[config.mk]
export PLATFORM = sky130hd
export DESIGN_NAME = xor_decrypt
export DESIGN_NICKNAME = d
export VERILOG_FILES = /design/src/rtl/xor_decrypt_pkg.sv /design/src/rtl/xor_decrypt_serializer.sv /design/src/rtl/xor_decrypt.sv
export SDC_FILE = /design/constraint.sdc
export NUM_CORES = 1
export LEC_CHECK = 0
export ABC_AREA = 0
export BUFFER_PORTS_ARGS = -buffer_cell sky130_fd_sc_hd__buf_2
export CORE_ASPECT_RATIO = 1.4
export CORE_UTILIZATION = 55
export DETAILED_ROUTE_END_ITERATION = 7
export PLACE_DENSITY = 0.85
export SKIP_CTS_REPAIR_TIMING = 1
export SYNTH_ARGS = -nofsm -noshare
export SYNTH_HDL_FRONTEND = slang
export SYNTH_SLANG_ARGS = --single-unit
export TNS_END_PERCENT = 5
[constraint.sdc]
create_clock -name clk -period 2.6 [get_ports clk]
set_input_delay 0.52 -clock clk [delete_from_list [all_inputs] [get_ports clk]]
set_output_delay 0.52 -clock clk [all_outputs]
set_load 0.05 [all_outputs]
[src/rtl/xor_decrypt_pkg.sv]
// Shared definitions for the XOR crypt blocks: default geometry and FSM state encoding.
package xor_decrypt_pkg;

    localparam int unsigned DEF_MSG_SIZE = 64;
    localparam int unsigned DEF_KEY_SIZE = 8;

    typedef enum logic [1:0] {
        ST_IDLE    = 2'd0,
        ST_DECRYPT = 2'd1,
        ST_SHIFT   = 2'd2,
        ST_DONE    = 2'd3
    } crypt_state_t;

    function automatic int unsigned num_chunks(input int unsigned msg_size,
                                               input int unsigned key_size);
        return msg_size / key_size;
    endfunction

endpackage

[src/rtl/xor_decrypt_serializer.sv]
// MSB-first serializer for the recovered plaintext: bit index, valid/ready handshake, last-bit flag.
module plaintext_serializer
    import xor_decrypt_pkg::*;
#(
    parameter  int unsigned MSG_SIZE = DEF_MSG_SIZE,
    localparam int unsigned BW       = $clog2(MSG_SIZE) + 1,
    localparam int unsigned IW       = $clog2(MSG_SIZE)
) (
    input  logic                clk,
    input  logic                rst,
    input  logic                ena,
    input  logic                clear,
    input  logic                valid,
    input  logic                ready,
    input  logic [MSG_SIZE-1:0] plaintext,
    output logic                bit_out,
    output logic                xfer,
    output logic                last
);

    logic [BW-1:0] idx;
    logic [IW-1:0] sel;

    assign sel     = IW'(MSG_SIZE - 1) - idx[IW-1:0];
    assign bit_out = valid & plaintext[sel];
    assign xfer    = valid & ready & ena;
    assign last    = (idx == BW'(MSG_SIZE - 1));

    always_ff @(posedge clk) begin
        if (rst) begin
            idx <= '0;
        end else if (ena) begin
            if (clear) begin
                idx <= '0;
            end else if (xfer) begin
                idx <= idx + BW'(1);
            end
        end
    end

endmodule

[src/rtl/xor_decrypt.sv]
// Receive-side XOR decryptor: latches ciphertext/key, XORs one key-wide chunk per enabled cycle,
// then streams the plaintext out MSB-first over a valid/ready bit interface.
module xor_decrypt
    import xor_decrypt_pkg::*;
#(
    parameter  int unsigned MSG_SIZE   = DEF_MSG_SIZE,
    parameter  int unsigned KEY_SIZE   = DEF_KEY_SIZE,
    localparam int unsigned NUM_CHUNKS = num_chunks(MSG_SIZE, KEY_SIZE),
    localparam int unsigned CW         = $clog2(NUM_CHUNKS) + 1
) (
    input  logic                clk,
    input  logic                rst,
    input  logic                ena,
    input  logic                iStart,
    input  logic [MSG_SIZE-1:0] iCiphertext,
    input  logic [KEY_SIZE-1:0] iKey,
    input  logic                iBit_ready,
    output logic                oBusy,
    output logic                oDecryption_status,
    output logic [CW-1:0]       oChunk_counter,
    output logic [MSG_SIZE-1:0] oPlaintext,
    output logic                oBit,
    output logic                oBit_valid,
    output logic                oDone
);

    localparam logic [CW-1:0] LAST_CHUNK = CW'(NUM_CHUNKS - 1);

    crypt_state_t        state;
    logic [MSG_SIZE-1:0] cipher_q;
    logic [KEY_SIZE-1:0] key_q;
    logic                start_acc;
    logic                bit_xfer;
    logic                bit_last;

    assign start_acc = (state == ST_IDLE) & iStart;

    plaintext_serializer #(
        .MSG_SIZE (MSG_SIZE)
    ) u_serializer (
        .clk       (clk),
        .rst       (rst),
        .ena       (ena),
        .clear     (start_acc),
        .valid     (oBit_valid),
        .ready     (iBit_ready),
        .plaintext (oPlaintext),
        .bit_out   (oBit),
        .xfer      (bit_xfer),
        .last      (bit_last)
    );

    always_ff @(posedge clk) begin
        if (rst) begin
            state              <= ST_IDLE;
            cipher_q           <= '0;
            key_q              <= '0;
            oBusy              <= 1'b0;
            oDecryption_status <= 1'b0;
            oChunk_counter     <= '0;
            oPlaintext         <= '0;
            oBit_valid         <= 1'b0;
            oDone              <= 1'b0;
        end else if (ena) begin
            case (state)
                ST_IDLE: begin
                    if (iStart) begin
                        state              <= ST_DECRYPT;
                        cipher_q           <= iCiphertext;
                        key_q              <= iKey;
                        oPlaintext         <= '0;
                        oChunk_counter     <= '0;
                        oBusy              <= 1'b1;
                        oDecryption_status <= 1'b1;
                    end
                end
                ST_DECRYPT: begin
                    // Variable chunk part-select expressed as a decoded loop over fixed slices
                    for (int unsigned i = 0; i < NUM_CHUNKS; i++) begin
                        if (oChunk_counter == CW'(i)) begin
                            oPlaintext[i*KEY_SIZE +: KEY_SIZE] <= cipher_q[i*KEY_SIZE +: KEY_SIZE] ^ key_q;
                        end
                    end
                    oChunk_counter <= oChunk_counter + CW'(1);
                    if (oChunk_counter == LAST_CHUNK) begin
                        state              <= ST_SHIFT;
                        oDecryption_status <= 1'b0;
                        oBit_valid         <= 1'b1;
                    end
                end
                ST_SHIFT: begin
                    if (bit_xfer && bit_last) begin
                        state      <= ST_DONE;
                        oBit_valid <= 1'b0;
                        oDone      <= 1'b1;
                    end
                end
                ST_DONE: begin
                    state <= ST_IDLE;
                    oDone <= 1'b0;
                    oBusy <= 1'b0;
                end
                default: state <= ST_IDLE;
            endcase
        end
    end

endmodule

==> out/results.tsv <==
metric	value	unit
dieHeight	135.1	um
pin_count	150	
max_freq	364.1	MHz
yosysWarnings	0	
crit_end	oBit	
synth_cell_types	49	
setup_viol	1	
p_per_area	675.8	nW/um^2
core_area	12310	sq um
crit_type	flip-flop to output pin	
drtIter0Drc	561	
max_slew_margin	46.71	%
viasPerCell	5.903	
grt_max_degree	86	
ys_ff_latch	153	
cp_data_required_time	2.08	ns
synthFlopType	dfxtp_1	
critPathSlowestCell	mux4_2	
peakVddDrop	0.4310	mV
p_leak	3.659	nW
diodes	0	
synth-async-reset-ratio	0	%
critPathArrivalTime	2.23	ns
min_period	2.746	ns
cts.htree.levels	4	
synth_edf_count	0	
clk_pin_slew	0.06	ns
clock_sinks	153	
hpwl	13.36	mm
rr_startpoint	state[0]$_SDFFE_PP0P_	
critPathMaxFanout	8	
syn_area	6959	sq um
drc	0	
synth.largest_area_cell	dfxtp_1	
cts_made_buffers	17	
finalMaxSlewViolations	0	
path_cells	buf_12 > mux4_2 > o311a_1 > o21ai_1 > o211ai_1 > buf_4	
cts_tree	built	
clk-insertion-delay-late	0.43	ns
finalSetupTns	-0.1464	ns
overflow	0	
placedInstanceArea	7761	sq um
vias	6582	
hp-class	input port to flip-flop	
worstMarginPinSlew	0.7982	ns
grt_usage	30.05	%
routed_wl	19.98	mm
hold_violations	0	
cts_root_buffer	clkbuf_16	
cts.path.max_buffers	2	
r2r-end	oPlaintext[23]$_SDFFE_PP0P_	
ant_nets	0	
cp-start-kind	flip-flop	
postSynthAreaPerCell	8.395	sq um
startpoint	u_serializer.idx[0]$_SDFFE_PP0P_	
synth_area_leaders	dfxtp_1, nand2_1, a21oi_1	
worstSetupEndpointType	output pin	
placementRows	48	
dieArea	13110	sq um
whs_path_depth	3	
synth_top_area_share	44.01	%
start_util	56.52	%
finalClockSkew	0.01050	ns
fin_area	8393	sq um
ff2ff_path_depth	7	
drive_gt1_share	22.80	%
syn_inst	829	
wire_per_inst	17.92	um
ys_seq_area_share	44.01	%
die-width	97.07	um
fin_ws	-0.1464	ns
antenna_found_initial	0	
finalPower	5.672	mW
layout_common_cells	nand2_1, dfxtp_1, buf_2, a21oi_1, xor2_1	
post-route-util	68.17	%
final.period_utilization	105.6	%
grt_pass1_wl	30.70	mm
nets	1038	
drtPass1Iterations	6	
gp_congestion	0.8881	
portBuffers	149	
final_common_cell	nand2_1	
cp_slowest_stage_delay	0.49	ns
violations	setup timing	
cap_viol_max_count	0	
rrSetupSlack	0.22	ns
synth_nets	915	
synthToLayoutAreaGrowth	20.60	%
rsz0062_at_grt	true	
grt_pass1_vias	6037	
status	finished, violations left	
## state kept, by name, summed over array words and instances (netlist names)
signal              flops
cipher_q               64
key_q                   8
oBit_valid              1
oBusy                   1
oChunk_counter          4
oDecryption_status      1
oDone                   1
oPlaintext             64
state                   2
u_serializer.idx        7
## per-layer routing
metal	GRT usage, %	vias up	wire length, um
met5	0	-	0
met4	19.07	0	1209
met3	6.729	95	1615
met2	50.70	377	9790
met1	34.45	3062	7366
li1	-	3048	-
## cell type report
type	count	area (sq um)
fill	934	3919
multi-input combinational	606	3581
sequential	153	3068
timing repair buffer	166	940.9
clock buffer	25	495.5
tap	150	187.7
clock inverter	7	90.09
inverter	8	30.03
## report_power, final
part	total [mW]	switching [mW]	internal, mW
combinational	0.691	0.464	0.228
clock	2.45	0.940	1.51
sequential	2.53	0.102	2.43
## synthesized netlist by cell type, types with 7 or more instances
| library cell | number |
|---|---|
| a21oi_1 | 141 |
| a22oi_1 | 9 |
| buf_1 | 9 |
| buf_2 | 17 |
| clkbuf_1 | 32 |
| dfxtp_1 | 153 |
| ha_1 | 9 |
| inv_1 | 8 |
| mux2i_1 | 7 |
| mux4_1 | 8 |
| mux4_2 | 7 |
| nand2_1 | 218 |
| nand3_1 | 59 |
| nor2_1 | 16 |
| nor3_1 | 8 |
| xor2_1 | 71 |
## worst min path at each step
stage	startpoint	slack, ns	end
after floorplan	cipher_q[0]$_SDFFE_PP0P_	0.45	cipher_q[0]$_SDFFE_PP0P_
final	iCiphertext[27]	0.33	cipher_q[27]$_SDFFE_PP0P_
after CTS	iKey[6]	0.33	key_q[6]$_SDFFE_PP0P_
after global placement	oPlaintext[54]$_SDFFE_PP0P_	0.45	oPlaintext[54]$_SDFFE_PP0P_
after detailed placement	oPlaintext[18]$_SDFFE_PP0P_	0.45	oPlaintext[18]$_SDFFE_PP0P_
after global routing	iKey[2]	0.34	key_q[2]$_SDFFE_PP0P_
## worst max-delay path: cells and delay by family, from the launching register on
kind / cells / cell delay (ns)
mux: 1 / 0.49
compound gates: 3 / 0.57
flops: 1 / 0.37
buf+inv: 2 / 0.35
## stage by stage
step | hold slack [ns] | instances | worst slack, ns
after global placement | 0.4488 | 1080 | 0.2669
after global routing | 0.3371 | 1115 | -0.1989
after detailed placement | 0.4546 | 1080 | 0.2497
after CTS | 0.3324 | 1112 | -0.1998
after floorplan | 0.4478 | 829 | 0.1419
final | 0.3265 | 1115 | -0.1464
## cell families (layout without fill, tap and decap cells)
logic type,count (synthesis),count (layout),share of synthesized area (%)
flops,153,153,44.01
compound gates,175,175,14.29
buf+inv,70,206,4.459
fa+ha+maj,9,9,1.618
simple gates,329,329,20.39
xor+xnor,71,71,8.936
mux,22,22,6.293
(Power assumes the default switching activity.)
